$ cat config.mk
export PLATFORM = sky130hd
export DESIGN_NAME = tour_seq
export DESIGN_NICKNAME = d
export VERILOG_FILES = /design/src/rtl/tour_pkg.sv /design/src/rtl/tour_move_decode.sv /design/src/rtl/tour_seq.sv
export SDC_FILE = /design/constraint.sdc
export NUM_CORES = 1
export LEC_CHECK = 0
export CORE_ASPECT_RATIO = 0.7
export CORE_MARGIN = 2
export CORE_UTILIZATION = 46
export DETAILED_ROUTE_END_ITERATION = 8
export PLACE_DENSITY = 0.82
export SYNTH_ARGS = -nofsm -noshare
export SYNTH_HDL_FRONTEND = slang
export SYNTH_SLANG_ARGS = --single-unit
$ cat constraint.sdc
create_clock -name clk -period 1.9 [get_ports clk]
set_clock_uncertainty 0.2 [all_clocks]
set_input_delay 0.19 -clock clk [delete_from_list [all_inputs] [get_ports clk]]
set_output_delay 0.19 -clock clk [all_outputs]
set_load 0.03 [all_outputs]
$ cat src/rtl/tour_pkg.sv
// Shared types and constants for the knight's-tour sequencer.
package tour_pkg;

  // Sequencer states
  typedef enum logic [3:0] {
    IDLE,
    GO,
    SOLVE,
    FETCH,
    VERT,
    WAIT_V,
    HORZ,
    WAIT_H,
    FAULT
  } tseq_state_t;

  // Motion opcodes: plain move for the Y leg, move + fanfare for the X leg
  localparam logic [3:0] OP_MOVE    = 4'h2;
  localparam logic [3:0] OP_FANFARE = 4'h3;

  // Motion headings
  localparam logic [7:0] HDG_N = 8'h00;
  localparam logic [7:0] HDG_S = 8'h7F;
  localparam logic [7:0] HDG_W = 8'h3F;
  localparam logic [7:0] HDG_E = 8'hBF;

  // One-hot move codes from the solver (dx,dy in the trailing comment)
  localparam logic [7:0] MV_B0 = 8'h01;  // +1,+2
  localparam logic [7:0] MV_B1 = 8'h02;  // -1,+2
  localparam logic [7:0] MV_B2 = 8'h04;  // -2,+1
  localparam logic [7:0] MV_B3 = 8'h08;  // -2,-1
  localparam logic [7:0] MV_B4 = 8'h10;  // -1,-2
  localparam logic [7:0] MV_B5 = 8'h20;  // +1,-2
  localparam logic [7:0] MV_B6 = 8'h40;  // +2,-1
  localparam logic [7:0] MV_B7 = 8'h80;  // +2,+1

  // True when exactly one bit of v is set
  function automatic logic f_onehot8(input logic [7:0] v);
    return (v != 8'h00) && ((v & (v - 8'h01)) == 8'h00);
  endfunction

endpackage

$ cat src/rtl/tour_move_decode.sv
// Turns one one-hot knight move into its Y-leg and X-leg motion commands.
module tour_move_decode
  import tour_pkg::*;
(
  input  logic [7:0]  i_move,
  output logic [15:0] o_vert_cmd,
  output logic [15:0] o_horz_cmd,
  output logic        o_legal
);

  logic [1:0] w_dx_mag;
  logic       w_dx_neg;
  logic [1:0] w_dy_mag;
  logic       w_dy_neg;

  // Split the move into magnitude/sign per axis; anything not one-hot is illegal
  always_comb begin
    w_dx_mag = 2'd0;
    w_dx_neg = 1'b0;
    w_dy_mag = 2'd0;
    w_dy_neg = 1'b0;
    o_legal  = 1'b1;
    case (i_move)
      MV_B0: begin w_dx_mag = 2'd1;                  w_dy_mag = 2'd2;                  end
      MV_B1: begin w_dx_mag = 2'd1; w_dx_neg = 1'b1; w_dy_mag = 2'd2;                  end
      MV_B2: begin w_dx_mag = 2'd2; w_dx_neg = 1'b1; w_dy_mag = 2'd1;                  end
      MV_B3: begin w_dx_mag = 2'd2; w_dx_neg = 1'b1; w_dy_mag = 2'd1; w_dy_neg = 1'b1; end
      MV_B4: begin w_dx_mag = 2'd1; w_dx_neg = 1'b1; w_dy_mag = 2'd2; w_dy_neg = 1'b1; end
      MV_B5: begin w_dx_mag = 2'd1;                  w_dy_mag = 2'd2; w_dy_neg = 1'b1; end
      MV_B6: begin w_dx_mag = 2'd2;                  w_dy_mag = 2'd1; w_dy_neg = 1'b1; end
      MV_B7: begin w_dx_mag = 2'd2;                  w_dy_mag = 2'd1;                  end
      default: o_legal = 1'b0;
    endcase
  end

  assign o_vert_cmd = {OP_MOVE,    (w_dy_neg ? HDG_S : HDG_N), {2'b00, w_dy_mag}};
  assign o_horz_cmd = {OP_FANFARE, (w_dx_neg ? HDG_W : HDG_E), {2'b00, w_dx_mag}};

endmodule

$ cat src/rtl/tour_seq.sv
// Sequencer: launches the knight's-tour solver, then replays each move as a
// Y-leg and an X-leg motion command with a response wait after each.
module tour_seq
  import tour_pkg::*;
#(
  parameter int NUM_MOVES = 24,
  parameter int TMO_W     = 24
) (
  input  logic        clk,
  input  logic        rst,
  input  logic        i_start,
  input  logic [2:0]  i_x_start,
  input  logic [2:0]  i_y_start,
  output logic [2:0]  o_solve_x,
  output logic [2:0]  o_solve_y,
  output logic        o_solve_go,
  input  logic        i_solve_done,
  output logic [4:0]  o_indx,
  input  logic [7:0]  i_move,
  output logic [15:0] o_cmd,
  output logic        o_cmd_vld,
  input  logic        i_cmd_rdy,
  input  logic        i_resp,
  output logic        o_busy,
  output logic        o_tour_cmplt,
  output logic        o_fault
);

  // The timer expires on the cycle it would step onto all-ones, so a wait
  // state lasts at most 2^TMO_W-1 cycles before FAULT becomes visible.
  localparam logic [TMO_W-1:0] TMO_LAST = ~(TMO_W'(1));
  localparam logic [4:0]       LAST_IDX = 5'(NUM_MOVES - 1);

  tseq_state_t      r_state;
  tseq_state_t      w_state_next;
  logic [TMO_W-1:0] r_timer;
  logic [4:0]       r_indx;
  logic [7:0]       r_move;
  logic [2:0]       r_solve_x;
  logic [2:0]       r_solve_y;
  logic             r_tour_cmplt;

  logic             w_load_start;
  logic             w_indx_clr;
  logic             w_indx_inc;
  logic             w_cmplt;
  logic             w_tmo;
  logic             w_timing;
  logic [15:0]      w_vert_cmd;
  logic [15:0]      w_horz_cmd;
  logic             w_legal;

  tour_move_decode u_decode (
    .i_move     (r_move),
    .o_vert_cmd (w_vert_cmd),
    .o_horz_cmd (w_horz_cmd),
    .o_legal    (w_legal)
  );

  assign w_tmo    = (r_timer == TMO_LAST);
  assign w_timing = (r_state == SOLVE) || (r_state == WAIT_V) || (r_state == WAIT_H);

  // Next-state logic; done/resp take priority over a same-cycle timeout
  always_comb begin
    w_state_next = r_state;
    w_load_start = 1'b0;
    w_indx_clr   = 1'b0;
    w_indx_inc   = 1'b0;
    w_cmplt      = 1'b0;
    case (r_state)
      IDLE, FAULT: begin
        if (i_start) begin
          w_state_next = GO;
          w_load_start = 1'b1;
        end
      end
      GO: w_state_next = SOLVE;
      SOLVE: begin
        if (i_solve_done) begin
          w_state_next = FETCH;
          w_indx_clr   = 1'b1;
        end else if (w_tmo) begin
          w_state_next = FAULT;
        end
      end
      FETCH: w_state_next = f_onehot8(i_move) ? VERT : FAULT;
      VERT: begin
        // move_r was checked in FETCH; an illegal value here means corruption
        if (!w_legal)        w_state_next = FAULT;
        else if (i_cmd_rdy)  w_state_next = WAIT_V;
      end
      WAIT_V: begin
        if (i_resp)     w_state_next = HORZ;
        else if (w_tmo) w_state_next = FAULT;
      end
      HORZ: begin
        if (i_cmd_rdy) w_state_next = WAIT_H;
      end
      WAIT_H: begin
        if (i_resp) begin
          if (r_indx == LAST_IDX) begin
            w_state_next = IDLE;
            w_cmplt      = 1'b1;
          end else begin
            w_state_next = FETCH;
            w_indx_inc   = 1'b1;
          end
        end else if (w_tmo) begin
          w_state_next = FAULT;
        end
      end
      default: w_state_next = IDLE;
    endcase
  end

  // State, timer, move index and latched inputs
  always_ff @(posedge clk) begin
    if (rst) begin
      r_state      <= IDLE;
      r_timer      <= '0;
      r_indx       <= 5'd0;
      r_move       <= 8'h00;
      r_solve_x    <= 3'd0;
      r_solve_y    <= 3'd0;
      r_tour_cmplt <= 1'b0;
    end else begin
      r_state      <= w_state_next;
      r_tour_cmplt <= w_cmplt;
      // Timer runs only in the waiting states and is zero on entry to each
      if (w_timing) r_timer <= r_timer + TMO_W'(1);
      else          r_timer <= '0;
      if (r_state == FETCH) r_move <= i_move;
      if (w_indx_clr)       r_indx <= 5'd0;
      else if (w_indx_inc)  r_indx <= r_indx + 5'd1;
      if (w_load_start) begin
        r_solve_x <= i_x_start;
        r_solve_y <= i_y_start;
      end
    end
  end

  // Command bus is driven only while offering a command, zero otherwise
  always_comb begin
    o_cmd = 16'h0000;
    if (r_state == VERT)      o_cmd = w_vert_cmd;
    else if (r_state == HORZ) o_cmd = w_horz_cmd;
  end

  assign o_solve_x    = r_solve_x;
  assign o_solve_y    = r_solve_y;
  assign o_solve_go   = (r_state == GO);
  assign o_indx       = r_indx;
  assign o_cmd_vld    = (r_state == VERT) || (r_state == HORZ);
  assign o_busy       = (r_state != IDLE) && (r_state != FAULT);
  assign o_fault      = (r_state == FAULT);
  assign o_tour_cmplt = r_tour_cmplt;

endmodule

==> flow_summary_export.csv <==
group,metric,value,unit
logic_synthesis,ys_async_sr_fraction,0,%
logic_synthesis,yosysTopAreaCellShare,37.68,%
floorplan,start_util,48.25,%
logic_synthesis,synth_edf_count,0,
clocking,cts_max_path_buffers,2,
route,drc,0,
sta,fin_crit_sh,110.2,%
flow_run,drv_cap,0,
worst_setup_path,crit_fanout,4,
pwr,power.density,774.7,mW/mm²
logic_synthesis,seq_area_frac_synth,37.68,%
sta,setup_violations,10,
outcome,status,"complete, but fails checks",
logic_synthesis,synth_cells,329,
placement,gp_congestion,0.8523,
clocking,cts_hold_buffers,0,
pwr,p_leak,1.261,nW
worst_setup_path,critPathSlowestCell,"or4_4",
worst_setup_path,worstPathArrival,1.70,ns
placement,hpwlAfterDp,4299,µm
worst_setup_path,critPathLaunchType,"flip-flop",
clocking,clock_latency,0.30,ns
clocking,clk_pin_slew,0.09,ns
route,vias,2493,
route,via_per_inst,5.304,
logic_synthesis,synth_ff_type,"dfxtp_1",
clocking,numCtsBuffers,5,
sta,report.final.slew_viol_count,0,
route,wl,6227,µm
worst_setup_path,path_class,"reg2out",
logic_synthesis,synth.avg_cell_area,7.751,µm²
route,ant_nets,0,
sta,holdWs,0.2259,ns
sta,fmax,477.7,MHz
floorplan,die_x,92.99,µm
worst_setup_path,cp_cell_sequence,"or4_4 -> a21oi_4 -> mux2i_1 -> nor2_2 -> buf_6",
logic_synthesis,synth.area.top_cells,"dfxtp_1, nor2_1, nand2_1",
placement,portBuffers,47,
clocking,root_buffer,"clkbuf_8",
worst_setup_path,crit_required,1.51,ns
grt,first_global_vias,2296,
clocking,clock_sinks,48,
grt,grt_max_degree,25,
route,wl_per_cell,13.25,µm
floorplan,pin_count,52,
grt,grtUsageTotal,19.82,%
sta,fin_crit,2.094,ns
layout,drive_above_1_share,22.86,%
layout,nets,420,
layout,final_util,65.27,%
floorplan,die_y,66.29,µm
grt,grt_pass1_wl,9915,µm
floorplan,floorplan.die_area,0.006164,mm²
sta,finalWorstSetupSlack,-0.1935,ns
sta,grt_setup_unrepaired,"yes",
worst_hold_path,hold_class,"in2reg",
outcome,failed_checks,"negative setup slack",
worst_setup_path,end_kind,"output pin",
logic_synthesis,syn_area,0.002550,mm²
grt,grt-ovfl-total,0,
grt,antenna_found_initial,0,
logic_synthesis,yosysTopAreaCell,"dfxtp_1",
pwr,peakVddDrop,0.4802,mV
clocking,cts_max_level,2,
layout,n_antenna_cell,0,
logic_synthesis,yosys_warnings,0,
sta,final_hold_viol_count,0,
logic_synthesis,ys_ff_latch,48,
floorplan,rows,22,
logic_synthesis,ys_types,46,
route,first_iter_violations,183,
layout,areaGrowthSynthToFinish,35.28,%
clocking,tritoncts,"done",
route,drt_pre_antenna_iters,4,
sta,final.setup.tns,-1.470,ns
floorplan,core_region_area,0.005285,mm²
worst_setup_path,slowest_delay,0.53,ns
## path summary, 6_finish.rpt
path / start / end / slack, ns / cells past startpoint
max: r_move[5] / o_cmd[0] / -0.19 / 5
min: i_x_start[1] / o_solve_x[1] / 0.23 / 3
max reg2reg: r_move[5] / r_state[0] / -0.06 / 6
min reg2reg: r_timer[0] / r_timer[0] / 0.26 / 1
## cell usage in the layout, fill, tap and decap left out, types with 3 or more instances in the layout
cell / netlist / routed
nor3_1: 9 / 8
xnor2_1: 14 / 14
o21ai_0: 9 / 6
a211oi_1: 4 / 4
dfxtp_2: 0 / 4
buf_4: 11 / 40
and4_1: 5 / 5
buf_6: 2 / 11
a21oi_2: 0 / 3
inv_1: 9 / 7
nor2_1: 51 / 48
nand2_1: 48 / 46
dfxtp_4: 0 / 6
clkbuf_8: 0 / 5
nor2_2: 0 / 3
nand2b_1: 4 / 4
nand3_1: 14 / 14
o21ai_1: 1 / 3
conb_1: 1 / 4
xor2_1: 14 / 14
a31oi_1: 3 / 3
nor4_1: 6 / 5
dfxtp_1: 48 / 38
nand4_1: 6 / 6
nor2b_1: 7 / 7
a21oi_1: 20 / 17
clkdlybuf4s50_1: 0 / 31
## synth_stat cells, types with 3 or more instances
library cell,n
nand2_1,48
and4_1,5
nand4_1,6
xor2_1,14
nor3_1,9
nand3_1,14
nor4_1,6
nor2b_1,7
clkbuf_1,10
ha_1,3
o21ai_0,9
mux2i_1,3
nand2b_1,4
buf_2,3
nor2_1,51
xnor2_1,14
dfxtp_1,48
a211oi_1,4
a31oi_1,3
inv_1,9
buf_4,11
a21oi_1,20
## stage by stage
| step | instances | total power [mW] | worst slack (ns) | area [µm²] |
|---|---|---|---|---|
| CTS | 467 | 2.644 | -0.1677 | 3342 |
| global placement | 457 | 1.896 | -0.1036 | 3189 |
| floorplan | 332 | 1.630 | -0.01382 | 2581 |
| global route | 470 | 2.812 | -0.2610 | 3450 |
| detailed placement | 457 | 1.914 | -0.1231 | 3189 |
| finish | 470 | 2.673 | -0.1935 | 3450 |
## routing by layer
metal | GRT usage (%) | part of all wire [%]
met1 | 24.48 | 43
met2 | 34.33 | 50
met3 | 3.991 | 4.6
met4 | 7.537 | 1.4
met5 | 0 | 0
## flip-flops by register name, indices dropped and copies added, names as in the netlist
name / flops
o_solve_y: 3
r_state: 4
o_solve_x: 3
r_timer: 24
r_move: 8
o_tour_cmplt: 1
o_indx: 5
## final cells by class
type,instances,area (µm²)
repair buffers,84,752.0
inverters,10,40.04
well taps,72,90.09
flip-flops and latches,48,988.4
multi-input cells,248,1468
clock inverters,3,42.54
fillers,444,1836
clock buffers,5,68.82
## logic make-up (layout without fill, tap and decap cells)
family	Yosys count	after routing	share of synthesized area, %
other	1	4	0.1471
multiplexers	3	3	1.178
buffers and inverters	36	102	7.654
flip-flops	48	48	37.68
adder cells (fa/ha/maj)	3	3	1.472
XOR/XNOR	28	28	9.617
AO/OA/AOI/OAI	48	48	11.83
AND/OR/NAND/NOR	162	162	30.42
## critical path, delay by kind of cell (launching register included)
kind | cells | cell delay [ns]
multiplexers | 1 | 0.10
flip-flops | 1 | 0.37
AND/OR/NAND/NOR | 2 | 0.63
buffers and inverters | 1 | 0.14
AO/OA/AOI/OAI | 1 | 0.16
## repair_timing
item,CTS,global route
endpoints found under the setup margin,13,17
resized for setup,16,27
hold endpoints to repair,0,0
pin swaps,3,16
buffers inserted,2,3
## where the power goes
group / switching, mW / internal (mW) / leakage [nW]
sequential: 0.0577 / 1.06 / 0.395
clock: 0.348 / 0.390 / 0.0541
combinational: 0.465 / 0.352 / 0.812
total: 0.871 / 1.80 / 1.26
Power figures use the tool's default switching activity.
